<file path="src/rtl/fetch_unit.sv">
// fetch_unit: instruction-fetch front end for the RV32 core.
//
// Issues sequential AXI4-Lite reads, keeps several of them in flight, and buffers the returned
// instructions with their PCs in an in-order prefetch queue for decode. A redirect flushes the
// queue and restarts fetch at a new PC. Reads already issued when the redirect happens are still
// answered by the bus, so they are tracked as stale and their beats are dropped on arrival.
//
// Ports:
//   clk, rst_n          clock, synchronous active-low reset
//   redirect_valid/pc   single-cycle flush and restart at redirect_pc (bits [1:0] ignored)
//   ibus_ar*            AXI4-Lite read address channel (master side, registered outputs)
//   ibus_r*             AXI4-Lite read data channel (rready is high whenever out of reset)
//   out_valid/ready     queue head handshake toward decode
//   out_inst/pc/fault   queue head contents; fault is set when rresp was not OKAY
module fetch_unit #(
  parameter int unsigned          XLEN     = 32,
  parameter logic [XLEN-1:0]      RESET_PC = '0,
  parameter int unsigned          DEPTH    = 4
) (
  input  logic            clk,
  input  logic            rst_n,

  input  logic            redirect_valid,
  input  logic [XLEN-1:0] redirect_pc,

  output logic [XLEN-1:0] ibus_araddr,
  output logic            ibus_arvalid,
  input  logic            ibus_arready,
  input  logic [XLEN-1:0] ibus_rdata,
  input  logic [1:0]      ibus_rresp,
  input  logic            ibus_rvalid,
  output logic            ibus_rready,

  output logic            out_valid,
  input  logic            out_ready,
  output logic [31:0]     out_inst,
  output logic [XLEN-1:0] out_pc,
  output logic            out_fault
);

  localparam int unsigned CW = $clog2(DEPTH + 1);
  localparam int unsigned PW = $clog2(DEPTH);

  localparam logic [XLEN-1:0] PcStep      = XLEN'(4);
  localparam logic [XLEN-1:0] PcAlignMask = ~XLEN'(3);
  localparam logic [CW:0]     DepthLimit  = (CW + 1)'(DEPTH);

  // AR channel state. fetch_pc holds the address of the next request to be issued; it is
  // advanced when a request is placed on the bus, since the held request keeps its own copy in
  // araddr.
  logic            arvalid_q, arvalid_d;
  logic [XLEN-1:0] araddr_q, araddr_d;
  logic [XLEN-1:0] fetch_pc_q, fetch_pc_d;

  // Credit accounting.
  logic [CW-1:0]   inflight_q, inflight_d;
  logic [CW-1:0]   stale_q, stale_d;
  logic [CW-1:0]   count_q, count_d;
  // The request sitting on AR when a redirect hit; it becomes stale once accepted.
  logic            pend_stale_q, pend_stale_d;

  // PC of the next non-stale R beat. Non-stale reads are issued sequentially from the last
  // redirect target, and responses are in order, so a single counter is enough.
  logic [XLEN-1:0] rpc_q, rpc_d;

  // Prefetch queue.
  logic [PW-1:0]   wr_ptr_q, wr_ptr_d;
  logic [PW-1:0]   rd_ptr_q, rd_ptr_d;
  logic [31:0]     inst_q  [DEPTH];
  logic [XLEN-1:0] pc_q    [DEPTH];
  logic            fault_q [DEPTH];

  logic            ar_hs;
  logic            r_hs;
  logic            r_stale;
  logic            push;
  logic            pop;
  logic [XLEN-1:0] redir_pc;
  logic [XLEN-1:0] next_pc;
  logic [CW:0]     occupancy;

  assign ibus_rready  = rst_n;
  assign ibus_arvalid = arvalid_q;
  assign ibus_araddr  = araddr_q;

  assign out_valid = (count_q != '0);
  assign out_inst  = inst_q[rd_ptr_q];
  assign out_pc    = pc_q[rd_ptr_q];
  assign out_fault = fault_q[rd_ptr_q];

  always_comb begin
    ar_hs    = arvalid_q & ibus_arready;
    r_hs     = ibus_rvalid & rst_n;
    r_stale  = (stale_q != '0);
    // A beat landing in the redirect cycle belongs to the old stream and is flushed with it.
    push     = r_hs & ~r_stale & ~redirect_valid;
    pop      = out_valid & out_ready & ~redirect_valid;
    redir_pc = redirect_pc & PcAlignMask;
  end

  // Credits, stale accounting and queue pointers.
  always_comb begin
    inflight_d   = inflight_q + CW'(ar_hs) - CW'(r_hs);
    stale_d      = stale_q;
    pend_stale_d = pend_stale_q;
    count_d      = count_q;
    wr_ptr_d     = wr_ptr_q;
    rd_ptr_d     = rd_ptr_q;
    rpc_d        = rpc_q;

    if (redirect_valid) begin
      // Every read still outstanding after this edge belongs to the old stream.
      stale_d      = inflight_d;
      pend_stale_d = arvalid_q & ~ibus_arready;
      count_d      = '0;
      wr_ptr_d     = '0;
      rd_ptr_d     = '0;
      rpc_d        = redir_pc;
    end else begin
      stale_d      = stale_q + CW'(ar_hs & pend_stale_q) - CW'(r_hs & r_stale);
      pend_stale_d = pend_stale_q & ~ar_hs;
      count_d      = count_q + CW'(push) - CW'(pop);
      if (push) begin
        wr_ptr_d = wr_ptr_q + PW'(1);
        rpc_d    = rpc_q + PcStep;
      end
      if (pop) begin
        rd_ptr_d = rd_ptr_q + PW'(1);
      end
    end
  end

  // AR issue. Credits are checked against next-state occupancy so that a request, once raised,
  // always has a queue slot reserved and never needs to be withdrawn.
  always_comb begin
    next_pc    = redirect_valid ? redir_pc : fetch_pc_q;
    occupancy  = {1'b0, inflight_d} + {1'b0, count_d};
    arvalid_d  = 1'b0;
    araddr_d   = araddr_q;
    fetch_pc_d = next_pc;

    if (arvalid_q && !ibus_arready) begin
      // Hold address and valid until accepted, even across a redirect.
      arvalid_d = 1'b1;
    end else if (occupancy < DepthLimit) begin
      arvalid_d  = 1'b1;
      araddr_d   = next_pc;
      fetch_pc_d = next_pc + PcStep;
    end
  end

  always_ff @(posedge clk) begin
    if (!rst_n) begin
      arvalid_q    <= 1'b0;
      araddr_q     <= RESET_PC;
      fetch_pc_q   <= RESET_PC;
      inflight_q   <= '0;
      stale_q      <= '0;
      count_q      <= '0;
      pend_stale_q <= 1'b0;
      rpc_q        <= RESET_PC;
      wr_ptr_q     <= '0;
      rd_ptr_q     <= '0;
    end else begin
      arvalid_q    <= arvalid_d;
      araddr_q     <= araddr_d;
      fetch_pc_q   <= fetch_pc_d;
      inflight_q   <= inflight_d;
      stale_q      <= stale_d;
      count_q      <= count_d;
      pend_stale_q <= pend_stale_d;
      rpc_q        <= rpc_d;
      wr_ptr_q     <= wr_ptr_d;
      rd_ptr_q     <= rd_ptr_d;
    end
  end

  // Queue storage needs no reset; count_q qualifies every entry.
  always_ff @(posedge clk) begin
    if (push) begin
      inst_q[wr_ptr_q]  <= ibus_rdata[31:0];
      pc_q[wr_ptr_q]    <= rpc_q;
      fault_q[wr_ptr_q] <= (ibus_rresp != 2'b00);
    end
  end

endmodule

</file>
<file path="config.mk">
export PLATFORM = sky130hd
export DESIGN_NAME = fetch_unit
export DESIGN_NICKNAME = d
export VERILOG_FILES = /design/src/rtl/fetch_unit.sv
export SDC_FILE = /design/constraint.sdc
export NUM_CORES = 1
export LEC_CHECK = 0
export ABC_AREA = 1
export CORE_AREA = 2 2 160 162
export DETAILED_ROUTE_END_ITERATION = 16
export DIE_AREA = 0 0 162 164
export DONT_BUFFER_PORTS = 1
export PLACE_DENSITY_LB_ADDON = 0.08
export RECOVER_POWER = 50
export SETUP_SLACK_MARGIN = 0.15
export SYNTH_ARGS = -nofsm -noshare
export SYNTH_HDL_FRONTEND = slang
export SYNTH_SLANG_ARGS = --single-unit
</file>
<file path="constraint.sdc">
create_clock -name clk -period 5.05 [get_ports clk]
set_clock_uncertainty 0.1 [all_clocks]
set_input_delay 0.505 -clock clk [delete_from_list [all_inputs] [get_ports clk]]
set_output_delay 0.505 -clock clk [all_outputs]
set_load 0.01 [all_outputs]
</file>
==> results.txt <==
The most common cell in the synthesized netlist is sky130_fd_sc_hd__edfxtp_1. The count of final setup violators came out at 0. The clock insertion delay at the later pin of the skew report is 0.52 ns. STA classifies the critical path endpoint as a register. The initial antenna violation count came out at 0. The most used flip-flop cell after synthesis is sky130_fd_sc_hd__edfxtp_1.

The number of nets in the finished design is 1632. Clock tree synthesis found a total of 363 sinks. The detailed router placed 10822 vias in this run. The share of flip-flops with an asynchronous set or reset came out at 0. The number of buffers created by CTS came out at 37. The critical path starts at stale_q[1]$_SDFF_PN0_. The worst relative slew slack came out at -0.272. The number of search-and-repair iterations in the first detailed-routing pass is 5. The count of final hold-check violations is 0. The worst setup path is launched from a register.

The worst register-to-register path begins at stale_q[1]$_SDFF_PN0_. On the critical path the largest part of the delay comes from simple AND/OR/NAND/NOR gates. In this run the power density over the cells is 402 nW/um^2. Setup repair after global routing left no endpoint under its margin. The number of distinct standard cells referenced by the synthesized netlist is 47. The number of logic stages on the critical path including buffering is 21.

The flow ran to the end, but the final reports show violations. The timing-limited maximum frequency is 240 MHz. The cell depth of the worst flop-to-flop path came out at 21.

Wires add up to 34000 microns. For this design the static power due to leakage is 6.07 nW. The worst-path maximum fanout came out at 16. No sink is reached through more buffers than the 3 on the longest clock path. The number of maximum-capacitance violations came out at 2. The critical path's largest stage delay came out at 0.37 ns. The number of post-CTS setup repair buffers is 0. The synthesis-to-layout area growth came out at 10.5%. The post-synthesis cell count came out at 1525. The final-report max-slew violation count was 103. The post-route worst hold slack came out at 0.0155 ns. The post-cts sizing count is 0. The global-route usage over all layers is 0.251. The clock tree from TritonCTS is yes. Synthesis inferred 363 register bits. Hold repair after CTS inserted 34 buffers. The number of remaining DRC errors is 0. The buffering stage count on the worst path with inverters included is 4. The data required time of the critical path is 5.40 ns. The path class of the lowest-slack min-delay path is primary input to register. The die boundary height is 164 microns. For flop-to-flop paths, the worst setup slack is 0.88 ns. The first global-routing pass estimated 52500 microns of wire. The initial standard-cell utilization of the core came out at 0.618. For this design, the slowest cell found on the critical path is sky130_fd_sc_hd__fa_1. In the post-synthesis netlist, the biggest area contributors are sky130_fd_sc_hd__edfxtp_1 49%, sky130_fd_sc_hd__dfxtp_1 14%, sky130_fd_sc_hd__o21ai_0 6.3%. Traced cell by cell, the critical path runs through nor2_1 > nand3_1 > nor2_1 > inv_1 > ha_1 > inv_1 > ha_1 > fa_1 > a21boi_0 > nor3_1 > ha_1 > nor3_1 > nand2_2 > nor2_4 > buf_4 > nand2_1 > nor2_2 > nand3_1 > nand2_1 > inv_1 > nor2_1. The number of nets still failing antenna checks after routing came out at 0. The count of flip-flops with a built-in enable after synthesis came out at 252. At the pin with the least slew margin, the transition time is 1.91 ns. The width of the die came out at 162 microns.

The cell sitting at the root of the clock tree is a sky130_fd_sc_hd__clkbuf_16. The level count of the clock H-tree is 2. The cell area after technology mapping came out at 15300 sq um. The worst register-to-register path ends at fetch_pc_q[28]$_SDFF_PN0_.

The half-perimeter wire length after placement came out at 20700 microns. The number of global-route vias before repair is 10138. The via density per instance is 5.70. The critical path is of the register to register type. The final reports fail on capacitance limit, slew limit. The final estimated routing congestion in global placement came out at 0.977. The setup total negative slack came out at 0 ns.

The area of the die came out at 26600 sq um. The post-route clock period utilization came out at 0.826. The overflow left after global routing is 0. The most critical setup path has its endpoint at fetch_pc_q[28]$_SDFF_PN0_. The boundary pin count came out at 172.

The clock slew seen by the registers of the worst setup and hold paths is 0.06 ns. The final critical path time including I/O delays and setup is 4.17 ns. The dominant cell type by area after synthesis is sky130_fd_sc_hd__edfxtp_1. In this run the standard cell core region covers 24800 sq um.

The number of port buffers is 0. The area fraction of the dominant cell type after synthesis came out at 0.493. The worst-case vdd ir drop came out at 0.280 mV. The first-iteration detailed-routing DRC count is 1009. The number of antenna cells inserted is 0. The cell row count is 58. The count of synthesis-stage warnings from yosys came out at 0. The sequential cell area fraction in the yosys report is 0.638. By count the netlist is led by 252 x sky130_fd_sc_hd__edfxtp_1, 240 x sky130_fd_sc_hd__nor2_1, 237 x sky130_fd_sc_hd__nand2_1, 192 x sky130_fd_sc_hd__o21ai_0, 111 x sky130_fd_sc_hd__dfxtp_1. The final routed wire length divided by cell count is 17.9 microns. The largest net degree at the start of global routing came out at 86. The critical path data arrival time came out at 4.52 ns. In the final layout, the share of cells above drive strength 1 is 0.0771. The mean area per synthesized cell came out at 10.1 sq um.
report_power, final:
part           internal [mW]  switching (mW)
registers               3.38           0.167
clock network           1.35            1.08
logic                  0.280           0.570
total                   5.01            1.81
cells by family (layout without fill, tap and decap cells):
kind of cell,count (synthesis),after routing,share of synthesized area
compound gates,355,355,0.125
other cells,1,2,0.000244
flops,363,363,0.638
buf+inv,179,223,0.0502
simple gates,598,598,0.165
fa+ha+maj,17,17,0.0153
xor+xnor,12,12,0.00685
how the worst min path moves through the flow:
stage                                        start  depth (start not counted)                       end  slack [ns]
after floorplan           fetch_pc_q[0]$_SDFF_PN0_                          2  fetch_pc_q[0]$_SDFF_PN0_        0.32
after global placement    fetch_pc_q[0]$_SDFF_PN0_                          2  fetch_pc_q[0]$_SDFF_PN0_        0.33
after detailed placement  fetch_pc_q[0]$_SDFF_PN0_                          2  fetch_pc_q[0]$_SDFF_PN0_        0.33
after CTS                                    rst_n                          2  fetch_pc_q[5]$_SDFF_PN0_      0.0005
after global routing                redirect_valid                          1   pend_stale_q$_SDFF_PN0_      0.0004
final                               redirect_valid                          1   pend_stale_q$_SDFF_PN0_        0.02
flip-flops by register name, indices dropped and copies added (netlist names), named ones only:
register / cells
ibus_arvalid: 1
rpc_q: 30
ibus_araddr: 32
stale_q: 3
rd_ptr_q: 2
fetch_pc_q: 32
wr_ptr_q: 2
pc_q: 120
fault_q: 4
inflight_q: 3
pend_stale_q: 1
inst_q: 128
count_q: 3
per-stage QoR:
stage	util	std cells	total power, mW	setup slack [ns]	area, sq um
floorplan	-	1526	4.20	0.607	15400
global placement	0.627	1800	4.40	0.999	15600
detailed placement	0.627	1800	4.42	0.935	15600
CTS	0.684	1900	6.86	1.04	17000
global route	0.683	1900	7.12	0.519	17000
finish	0.683	1900	6.82	0.879	17000
per-layer routing:
| metal | up-vias | track usage | routed length [microns] |
|---|---|---|---|
| met5 | - | 0 | 0 |
| met4 | 0 | 0.0780 | 825 |
| met3 | 57 | 0.0523 | 2330 |
| met2 | 339 | 0.432 | 16500 |
| met1 | 5120 | 0.322 | 14300 |
| li1 | 5306 | - | - |
area by class of cell:
| type | count | area (sq um) |
|---|---|---|
| repair buffers | 50 | 450 |
| multi-input cells | 984 | 4820 |
| clock inverters | 21 | 120 |
| flip-flops and latches | 363 | 9790 |
| clock buffers | 45 | 956 |
| inverters | 107 | 410 |
| fillers | 1948 | 7860 |
| well taps | 330 | 413 |
worst register-to-register path: cells and delay by family, from the launching register on:
kind | cells | cell delay (ns)
buffers and inverters | 4 | 0.56
and+or+nand+nor | 12 | 1.77
adders and majority gates | 4 | 1.17
AOI/OAI and AO/OA | 1 | 0.15
DFF | 1 | 0.35
layout by cell type, fill, tap and decap left out, drive strengths merged, types with 2 or more instances in the layout:
cell type and count:
nand2 265, nor2 257, edfxtp 252, o21ai 195, dfxtp 111, inv 105, o22ai 65, a21oi 65
clkbuf 48, nand3 45, dlygate4sd3 34, a31oi 24, clkinv 23, ha 14, buf 13, nor3 13
nand4 10, xor2 9, xnor2 3, fa 3, or2 2, nand3b 2, conb 2
Power figures use the tool's default switching activity.
